File: src/rtl/mux_rr_arbiter.sv
// rtl/mux_rr_arbiter.sv - round-robin arbiter with burst lock driving a 4:1 mux select
// Captures the selected mux output into a single-entry valid/ready output register.
module mux_rr_arbiter #(
    parameter int WIDTH    = 8,
    parameter int SEL_BITS = 2
) (
    input  logic                clk,
    input  logic                rst,
    input  logic [3:0]          in_valid,
    input  logic [3:0]          in_last,
    output logic [3:0]          in_ready,
    output logic [SEL_BITS-1:0] sel,
    input  logic [WIDTH-1:0]    mux_data,
    output logic                out_valid,
    output logic                out_last,
    input  logic                out_ready,
    output logic [WIDTH-1:0]    out_data
);

    if (SEL_BITS != 2) begin : g_sel_bits_check
        $error("mux_rr_arbiter: SEL_BITS must be 2 for four channels");
    end

    typedef enum logic [0:0] {
        ARB  = 1'b0,
        LOCK = 1'b1
    } state_t;

    state_t     state, state_next;
    logic [1:0] ptr;
    logic [1:0] lk;
    logic [1:0] win_idx;
    logic [1:0] scan_idx;
    logic       win_found;
    logic       load_en;
    logic       xfer;

    assign load_en = !out_valid || out_ready;
    assign xfer    = win_found && load_en;

    // Without a winner win_idx falls back to ptr (ARB) or lk (LOCK), so sel is always defined.
    always_comb begin
        win_found = 1'b0;
        win_idx   = ptr;
        scan_idx  = ptr;
        if (state == LOCK) begin
            win_idx   = lk;
            win_found = in_valid[lk];
        end else begin
            for (int i = 1; i <= 4; i++) begin
                scan_idx = ptr + 2'(i);
                if (!win_found && in_valid[scan_idx]) begin
                    win_found = 1'b1;
                    win_idx   = scan_idx;
                end
            end
        end
    end

    assign sel = win_idx;

    always_comb begin
        in_ready = '0;
        if (xfer) begin
            in_ready[win_idx] = 1'b1;
        end
    end

    always_comb begin
        state_next = state;
        case (state)
            ARB:  if (xfer && !in_last[win_idx]) state_next = LOCK;
            LOCK: if (xfer && in_last[lk])       state_next = ARB;
            default: state_next = ARB;
        endcase
    end

    always_ff @(posedge clk or posedge rst) begin
        if (rst) begin
            state <= ARB;
            ptr   <= 2'd3;
            lk    <= 2'd0;
        end else begin
            state <= state_next;
            if (xfer) begin
                ptr <= win_idx;
                if (state == ARB) begin
                    lk <= win_idx;
                end
            end
        end
    end

    // Output stage: load replaces the beat; a drain with nothing to load empties it.
    always_ff @(posedge clk or posedge rst) begin
        if (rst) begin
            out_valid <= 1'b0;
            out_last  <= 1'b0;
            out_data  <= '0;
        end else if (xfer) begin
            out_valid <= 1'b1;
            out_last  <= in_last[win_idx];
            out_data  <= mux_data;
        end else if (load_en) begin
            out_valid <= 1'b0;
        end
    end

endmodule

File: config.mk
export PLATFORM = sky130hd
export DESIGN_NAME = mux_rr_arbiter
export DESIGN_NICKNAME = d
export VERILOG_FILES = /design/src/rtl/mux_rr_arbiter.sv
export SDC_FILE = /design/constraint.sdc
export NUM_CORES = 1
export LEC_CHECK = 0
export BUFFER_PORTS_ARGS = -buffer_cell sky130_fd_sc_hd__buf_2
export CAP_MARGIN = 20
export CORE_UTILIZATION = 32
export DETAILED_ROUTE_END_ITERATION = 8
export PLACE_DENSITY = 0.58
export RECOVER_POWER = 50
export SYNTH_ARGS = -nofsm -noshare
export SYNTH_HDL_FRONTEND = slang
export SYNTH_SLANG_ARGS = --single-unit
File: constraint.sdc
create_clock -name clk -period 5.4 [get_ports clk]
set_clock_uncertainty 0.2 [all_clocks]
set_input_delay 0.81 -clock clk [delete_from_list [all_inputs] [get_ports clk]]
set_output_delay 0.81 -clock clk [all_outputs]
set_load 0.02 [all_outputs]
==> impl_metrics.env, run 1 <==
export IMPL_use_met3=0.04989
export IMPL_slew_violations=0
export IMPL_worstSetupPathType="in2out"
export IMPL_min_to="ptr[0]"
export IMPL_start_kind="input pin"
export IMPL_arrival_ns=2.31
export IMPL_drtIter0Drc=41
export IMPL_syn_avg_cell_area_um2=10.07
export IMPL_synth_commonest_cells="dfrtp_1 (13), nand2_1 (10), nor2_1 (7)"
export IMPL_wl_per_cell_um=14.50
export IMPL_synth_nets=117
export IMPL_yosysTopAreaCellShare=0.3295
export IMPL_ys_seq_elements=15
export IMPL_row_count=19
export IMPL_pin_count=35
export IMPL_grt_max_degree=16
export IMPL_leakage_nw=0.5493
export IMPL_cts_sinks=15
export IMPL_synth_top_area_cell="dfrtp_1"
export IMPL_dieArea_um2=3311
export IMPL_rrSetupSlack_ns=3.18
export IMPL_cts_hold_fix_buffers=0
export IMPL_htree_levels=1
export IMPL_finalSetupTns_ns=0
export IMPL_p_per_area_nw_per_um2=617.5
export IMPL_synth_area_um2=987.2
export IMPL_peakVddDrop_mv=0.3388
export IMPL_placed_area_um2=1175
export IMPL_cts_tree="yes"
export IMPL_hold_path_class="reg2reg"
export IMPL_min_path_cells=2
export IMPL_ctsResizeCount=0
export IMPL_status="finished, violations left"
export IMPL_min_from="ptr[0]"
export IMPL_dieHeight_um=57.54
export IMPL_dr_total_vias=915
export IMPL_grt_first_pass_wirelength_um=4015
export IMPL_numCtsBuffers=3
export IMPL_path_max_fanout=13
export IMPL_grtUsageMet2=0.2243
export IMPL_crit_required_ns=4.39
export IMPL_layout_nets=153
export IMPL_core_area_um2=2829
export IMPL_top_usage_layer="met1"
export IMPL_ys_types=38
export IMPL_ant_nets=0
export IMPL_drc=1
export IMPL_synth_most_common_cell="dfrtp_1"
export IMPL_io_buffers=34
export IMPL_antenna_found_initial=0
export IMPL_start_util=0.3490
export IMPL_place_ws_ns=2.045
export IMPL_violations="design-rule violations"
export IMPL_root_buffer="clkbuf_4"
export IMPL_drv_cap=0
export IMPL_drt_wl_total_um=2378
export IMPL_fin_area_um2=1192
export IMPL_die_w_um=57.54
export IMPL_max_freq_mhz=301.0
export IMPL_relSlewSlack=0.5525
export IMPL_ff2ff_path_depth=4
export IMPL_synthCells=98
export IMPL_yosys_warnings=0
export IMPL_vias_per_cell=5.579
export IMPL_synth_top_cells_by_area="dfrtp_1 (33%), mux2_4 (7.6%), dfstp_2 (5.3%)"
export IMPL_diodes=0
export IMPL_grt_pass1_vias=859
export IMPL_grt_use_met1=0.2287
export IMPL_clk_pin_slew_ns=0.09
export IMPL_r2r_end="out_data[4]"
export IMPL_worst_slew_pin_slew_ns=0.6705
export IMPL_synth_seq_area_share=0.3828
export IMPL_grt_overflow_total=0
export IMPL_worstReg2RegStart="lk[0]"
export IMPL_synthFlopType="dfrtp_1"
export IMPL_min_period_over_period=0.6153
export IMPL_crit_path_end_kind="output pin"
export IMPL_drt_first_pass_iters=6
export IMPL_fin_ws_ns=2.078
export IMPL_period_needed_ns=3.322
export IMPL_cts_buffer_depth=2
export IMPL_drive_above_1_share=0.3609
export IMPL_dp_hpwl_um=1903
export IMPL_setup_violations=0
export IMPL_rsz0062_at_grt="no"
export IMPL_clk_latency_ns=0.28
export IMPL_synth_edf_count=0
export IMPL_area_growth_pct=20.79
export IMPL_synthArstFlopShare=1.000
export IMPL_post_cts_repair_setup_buffers=0
export IMPL_track_usage=0.1588
export IMPL_place_gp_congestion=0.9962
export IMPL_hold_viol=0
## per-stage QoR
step | hold slack, ns | total power [mW] | std cells | utilization
after floorplan | 0.2639 | 0.5661 | 98 | -
final | 0.3002 | 0.7362 | 164 | 0.4215
after detailed placement | 0.2869 | 0.6829 | 160 | 0.4153
after global routing | 0.3196 | 0.7954 | 164 | 0.4215
after CTS | 0.3045 | 0.7524 | 164 | 0.4250
after global placement | 0.2893 | 0.6806 | 160 | 0.4153
## routing by layer
metal / share of wire / routed length (µm)
met5: 0 / 0
met4: 0.013 / 31
met3: 0.063 / 150
met2: 0.47 / 1118
met1: 0.45 / 1077
## cells by family (layout without fill, tap and decap cells)
| family | after synthesis | after routing | share of synthesized area |
|---|---|---|---|
| simple gates | 44 | 44 | 0.2434 |
| buf+inv | 7 | 42 | 0.03675 |
| mux | 14 | 14 | 0.2104 |
| flops | 15 | 15 | 0.3828 |
| compound gates | 18 | 18 | 0.1267 |
## cell usage in the layout, fill, tap and decap left out, drive strengths merged, types with 3 or more instances in the layout
| master | Yosys | layout |
|---|---|---|
| buf | 3 | 26 |
| dfrtp | 13 | 13 |
| clkbuf | 0 | 11 |
| nand2 | 10 | 10 |
| mux2 | 9 | 9 |
| nor2 | 8 | 8 |
| o21ai | 5 | 5 |
| inv | 4 | 4 |
| nor2b | 4 | 4 |
| nand4 | 3 | 3 |
| nor3 | 3 | 3 |
| o31ai | 3 | 3 |
| nand3 | 3 | 3 |
| mux2i | 3 | 3 |
| or2 | 3 | 3 |
## worst max path at each step
| stage | slack (ns) | cells after the start | startpoint | endpoint |
|---|---|---|---|---|
| 6_report | 2.08 | 7 | in_valid[1] | in_ready[2] |
| 5_1_grt | 1.90 | 7 | in_valid[1] | in_ready[1] |
| 4_1_cts | 2.01 | 7 | in_valid[1] | in_ready[2] |
| 3_5_place_dp | 2.04 | 7 | in_valid[1] | in_ready[2] |
| 3_3_place_gp | 2.08 | 7 | in_valid[1] | in_ready[1] |
| 2_1_floorplan | 2.11 | 5 | in_valid[3] | in_ready[2] |
## sequential cells by signal, indices dropped and copies added, names as in the netlist
name,count
ptr,2
state,1
out_valid,1
lk,2
out_last,1
out_data,8
## cell type report
cell class / count / area [µm²]
Tap cell: 31 / 38.79
Sequential cell: 15 / 377.9
Multi-Input combinational cell: 76 / 573.1
Clock inverter: 1 / 5.005
Fill cell: 288 / 1637
Clock buffer: 3 / 22.52
Timing Repair Buffer: 34 / 160.2
Inverter: 4 / 15.01
## power by group
group	internal [mW]	switching [mW]
combinational	0.186	0.256
sequential	0.175	0.0563
clock	0.0275	0.0359
## critical path, stage by stage
cell and delay, ns:
buf_2 0.14, mux4_2 0.30, mux2i_4 0.08, nor2_2 0.53
nand2_1 0.14, nor2_1 0.13, buf_2 0.18
(Power assumes the default switching activity.)
==> inputs of run 2 (changes only) <==
- clock period: 5.4 -> 3.1 ns (I/O delays scaled with it)
==> impl_metrics.env, run 2 (synthesis gave the netlist of run 1 again) <==
export IMPL_status="finished, violations left"
export IMPL_violations="design-rule violations"
export IMPL_p_per_area_nw_per_um2=1083
export IMPL_row_count=19
export IMPL_track_usage=0.1566
export IMPL_min_period_over_period=0.9479
export IMPL_drv_cap=0
export IMPL_drt_first_pass_iters=6
export IMPL_path_max_fanout=6
export IMPL_cts_buffer_depth=2
export IMPL_nFillCells=286
export IMPL_dp_hpwl_um=1856
export IMPL_hold_viol=0
export IMPL_vias_per_cell=5.628
export IMPL_antenna_found_initial=0
export IMPL_slew_violations=0
export IMPL_peakVddDrop_mv=0.5080
export IMPL_grt_overflow_total=0
export IMPL_cts_hold_fix_buffers=0
export IMPL_drive_above_1_share=0.3609
export IMPL_leakage_nw=0.5493
export IMPL_wl_per_cell_um=14.68
export IMPL_layout_nets=153
export IMPL_clk_pin_slew_ns=0.09
export IMPL_cts_sinks=15
export IMPL_crit_required_ns=2.43
export IMPL_place_gp_congestion=0.8976
export IMPL_cts_tree="yes"
export IMPL_dieArea_um2=3311
export IMPL_reg_top3="out_data x8, lk x2, ptr x2"
export IMPL_ant_nets=0
export IMPL_finalSetupTns_ns=0
export IMPL_power_mw=1.291
export IMPL_drt_wl_total_um=2407
export IMPL_area_growth_pct=20.79
export IMPL_period_needed_ns=2.939
export IMPL_die_w_um=57.54
export IMPL_place_ws_ns=0.4390
export IMPL_worstSetupPathType="reg2out"
export IMPL_htree_levels=1
export IMPL_clk_latency_ns=0.29
export IMPL_grt_first_pass_wirelength_um=3981
export IMPL_diodes=0
export IMPL_grt_pass1_vias=843
export IMPL_hold_path_class="in2async"
export IMPL_dieHeight_um=57.54
export IMPL_root_buffer="clkbuf_4"
export IMPL_layout_common_cells="buf_2 (26), dfrtp_1 (13), nand2_1 (10)"
export IMPL_relSlewSlack=0.5011
export IMPL_largest_register="out_data"
export IMPL_largest_reg_flops=8
export IMPL_setup_violations=0
export IMPL_worst_slew_pin_slew_ns=0.7419
export IMPL_grt_max_degree=16
export IMPL_drc=1
export IMPL_place_inst=160
export IMPL_start_util=0.3490
export IMPL_arrival_ns=2.27
export IMPL_ctsResizeCount=0
export IMPL_rsz0062_at_grt="no"
export IMPL_core_area_um2=2829
export IMPL_max_freq_mhz=340.3
export IMPL_post_cts_repair_setup_buffers=0
export IMPL_drtIter0Drc=44
export IMPL_fin_util=0.4215
export IMPL_fin_ws_ns=0.1614
export IMPL_numCtsBuffers=3
export IMPL_io_buffers=34
export IMPL_start_kind="flip-flop"
export IMPL_crit_path_end_kind="output pin"
export IMPL_instances_no_fill=164
export IMPL_dr_total_vias=923
export IMPL_pin_count=35
export IMPL_final_common_cell="buf_2"
-- run 2: path summary, 6_finish.rpt --
kind / startpoint / to / slack [ns] / cells past startpoint
hold reg to reg: out_data[2] / out_data[2] / 0.31 / 1
hold / removal: rst / out_data[6] / 0.01 / 2
min in group clk: mux_data[5] / out_data[5] / 0.19 / 2
max in group asynchronous: rst / ptr[0] / 2.31 / 2
setup reg to reg: lk[0] / out_data[3] / 0.93 / 4
setup / recovery: ptr[0] / in_ready[2] / 0.16 / 6
-- run 2: worst max-delay path, cell delays in order (launching register included) --
cell and delay, ns:
dfstp_2 0.60, nand2b_1 0.17, a21oi_1 0.10, o31ai_1 0.65
nand2_1 0.14, nor2_1 0.14, buf_2 0.18
-- run 2: layer usage --
metal	vias up	track usage	share of wire
li1	429	-	-
met1	443	0.2111	0.44
met2	46	0.2492	0.46
met3	5	0.04535	0.079
met4	0	0.03484	0.016
met5	-	0	0
-- run 2: cell type report --
class	instances	area, µm²	share of cell area
Sequential cell	15	377.9	0.3169
Inverter	4	15.01	0.01259
Tap cell	31	38.79	0.03253
Clock inverter	1	5.005	0.004197
Clock buffer	3	22.52	0.01889
Multi-Input combinational cell	76	573.1	0.4806
Timing Repair Buffer	34	160.2	0.1343
-- run 2: power breakdown --
part | internal, mW | switching (mW) | total, mW
sequential | 0.306 | 0.101 | 0.407
combinational | 0.323 | 0.445 | 0.768
clock | 0.0481 | 0.0685 | 0.117
total | 0.676 | 0.614 | 1.29
-- run 2: through the flow --
stage | hold slack [ns] | area (µm²)
after detailed placement | 0.2909 | 1175
final | 0.01356 | 1192
after global routing | 0.06009 | 1192
after floorplan | 0.1650 | 987.2
after CTS | 0.03144 | 1202
after global placement | 0.2886 | 1175
==> inputs of run 3 (changes only) <==
- ABC_AREA: default -> 1
- ABC_CLOCK_PERIOD_IN_PS: default -> 3100
==> impl_metrics.env, run 3 <==
export IMPL_p_per_area_nw_per_um2=1306
export IMPL_synthArstFlopShare=1.000
export IMPL_setup_violations=0
export IMPL_diodes=0
export IMPL_max_stage_delay_ns=0.67
export IMPL_crit_required_ns=2.43
export IMPL_die_w_um=58.28
export IMPL_path_max_fanout=14
export IMPL_crit_slowest_cell="dfstp_2"
export IMPL_reg_top3="out_data x8, lk x2, ptr x2"
export IMPL_arrival_ns=2.20
export IMPL_worst_slew_pin_slew_ns=0.5606
export IMPL_finalSetupTns_ns=0
export IMPL_row_count=20
export IMPL_pin_count=35
export IMPL_worstSetupPathType="reg2out"
export IMPL_rsz0062_at_grt="no"
export IMPL_crit_path_end_kind="output pin"
export IMPL_r2r_end="out_last"
export IMPL_leakage_nw=0.7256
export IMPL_relSlewSlack=0.6258
export IMPL_synth_seq_area_share=0.3728
export IMPL_crit_path_frequent_cell="nand2_1"
export IMPL_synth_commonest_cells="nand2_1 (79), inv_1 (14), dfrtp_1 (13)"
export IMPL_ant_nets=0
export IMPL_place_inst=234
export IMPL_synth_top_cells_by_area="dfrtp_1 (32%), nand2_1 (29%), dfstp_2 (5.2%)"
export IMPL_ys_seq_elements=15
export IMPL_layout_common_cells="nand2_1 (79), buf_2 (27), inv_1 (14)"
export IMPL_ff2ff_path_depth=12
export IMPL_p_clk_frac=0.066
export IMPL_start_util=0.3347
export IMPL_crit_buf_inv=3
export IMPL_place_gp_congestion=0.9357
export IMPL_status="completed"
export IMPL_hold_path_class="in2async"
export IMPL_power_frac_comb=0.686
export IMPL_vias_per_cell=4.534
export IMPL_synth_top_family_by_area="simple AND/OR/NAND/NOR gates"
export IMPL_cts_buffer_depth=2
export IMPL_period_needed_ns=2.865
export IMPL_dr_total_vias=1079
export IMPL_layout_nets=214
export IMPL_drtIter0Drc=58
export IMPL_grt_pass1_vias=947
export IMPL_drive_above_1_share=0.2474
export IMPL_final_common_cell="nand2_1"
export IMPL_ys_types=22
export IMPL_min_period_over_period=0.9240
export IMPL_yosysTopAreaCellShare=0.3210
export IMPL_synthCells=159
export IMPL_clk_pin_slew_ns=0.09
export IMPL_antenna_found_initial=0
export IMPL_cp_cell_sequence="inv_6, nand2_1, nand2_1, nand2_1, nand2_1, nor3_1, nand4_1, nand3_4, inv_4, nand2_1, nor2_1, buf_2"
export IMPL_ctsResizeCount=0
export IMPL_area_growth_pct=22.96
export IMPL_switching_share=0.5694
export IMPL_worstReg2RegStart="ptr[0]"
export IMPL_start_kind="flip-flop"
export IMPL_peakVddDrop_mv=0.7688
export IMPL_io_buffers=34
export IMPL_drv_cap=0
export IMPL_numCtsBuffers=3
export IMPL_cts_hold_fix_buffers=0
export IMPL_synthMuxAreaShare=0
export IMPL_wl_per_cell_um=9.882
export IMPL_seqPwrFrac=0.248
export IMPL_synthFlopType="dfrtp_1"
export IMPL_syn_avg_cell_area_um2=6.374
export IMPL_synth_compound_area_frac=0.05802
export IMPL_grt_overflow_total=0
export IMPL_core_area_um2=3028
export IMPL_nFillCells=316
export IMPL_place_ws_ns=0.4029
export IMPL_max_freq_mhz=349.1
export IMPL_drt_wl_total_um=2352
export IMPL_dieArea_um2=3396
export IMPL_yosys_warnings=0
export IMPL_synth_area_um2=1013
export IMPL_drt_first_pass_iters=4
export IMPL_htree_levels=1
export IMPL_synth_most_common_cell="nand2_1"
export IMPL_clk_latency_ns=0.27
export IMPL_p_int_uw=700.6
export IMPL_switching_power_uw=926.6
export IMPL_rrSetupSlack_ns=0.85
export IMPL_fin_ws_ns=0.2354
export IMPL_largest_register="out_data"
export IMPL_grt_max_degree=16
export IMPL_slew_violations=0
export IMPL_grt_first_pass_wirelength_um=4105
export IMPL_dp_hpwl_um=1871
export IMPL_synth_top_area_cell="dfrtp_1"
export IMPL_synth_edf_count=0
export IMPL_post_cts_repair_setup_buffers=0
export IMPL_cpLargestDelayFamily="simple AND/OR/NAND/NOR gates"
export IMPL_root_buffer="clkbuf_4"
export IMPL_track_usage=0.1526
export IMPL_dieHeight_um=58.28
export IMPL_instances_no_fill=238
export IMPL_synth_simple_area_share=0.4765
export IMPL_synth_xor_area_frac=0
export IMPL_synthAdderAreaFrac=0
export IMPL_cts_tree="yes"
export IMPL_cts_sinks=15
export IMPL_hold_viol=0
export IMPL_drc=0
export IMPL_largest_reg_flops=8
export IMPL_synth_nets=178
-- run 3: worst max-delay path by stage --
stage,start,endpoint,slack (ns),depth (start not counted)
after floorplan,ptr[0],in_ready[0],0.69,13
after global placement,ptr[0],in_ready[1],0.40,12
after detailed placement,ptr[0],in_ready[0],0.40,11
after CTS,ptr[0],in_ready[0],0.08,11
after global routing,ptr[0],in_ready[2],0.003,15
final,ptr[0],in_ready[0],0.24,12
-- run 3: final cells by class --
type / instances / area (µm²) / area share
Multi-Input combinational cell: 123 / 549.3 / 0.4408
Sequential cell: 15 / 377.9 / 0.3032
Timing Repair Buffer: 34 / 161.4 / 0.1295
Inverter: 18 / 75.07 / 0.06024
Tap cell: 44 / 55.05 / 0.04418
Clock buffer: 3 / 22.52 / 0.01807
Clock inverter: 1 / 5.005 / 0.004016
-- run 3: worst register-to-register path, delay by kind of cell (launching register included) --
family | cells | cell delay [ns]
and+or+nand+nor | 9 | 1.05
DFF | 1 | 0.67
buffers and inverters | 3 | 0.23
-- run 3: cell families after synthesis --
family,count (synthesis)
and+or+nand+nor,112
buffers and inverters,21
DFF,15
AOI/OAI and AO/OA,11
-- run 3: metal layers --
metal	part of all wire	track usage	vias to the layer above	routed length, µm
met5	0	0	-	0
met4	0.0034	0.05102	0	8
met3	0.060	0.01563	2	141
met2	0.48	0.2562	40	1121
met1	0.46	0.2053	475	1081
li1	-	-	562	-
-- run 3: power by group through the flow --
stage	Clock, mW	Combinational (mW)	Sequential, mW
after floorplan	0	0.797	0.452
after global placement	0	1.11	0.399
after detailed placement	0	1.12	0.401
after CTS	0.111	1.13	0.400
after global routing	0.122	1.27	0.416
final	0.107	1.12	0.403
-- run 3: stage by stage --
step                  util  hold WS, ns  power [mW]  area, µm²
floorplan                -       0.1650       1.249       1013
global placement    0.4021       0.2579       1.505       1217
detailed placement  0.4021       0.2635       1.523       1217
CTS                 0.4112      0.03725       1.637       1245
global route        0.4116      0.04722       1.805       1246
finish              0.4116      0.02167       1.627       1246
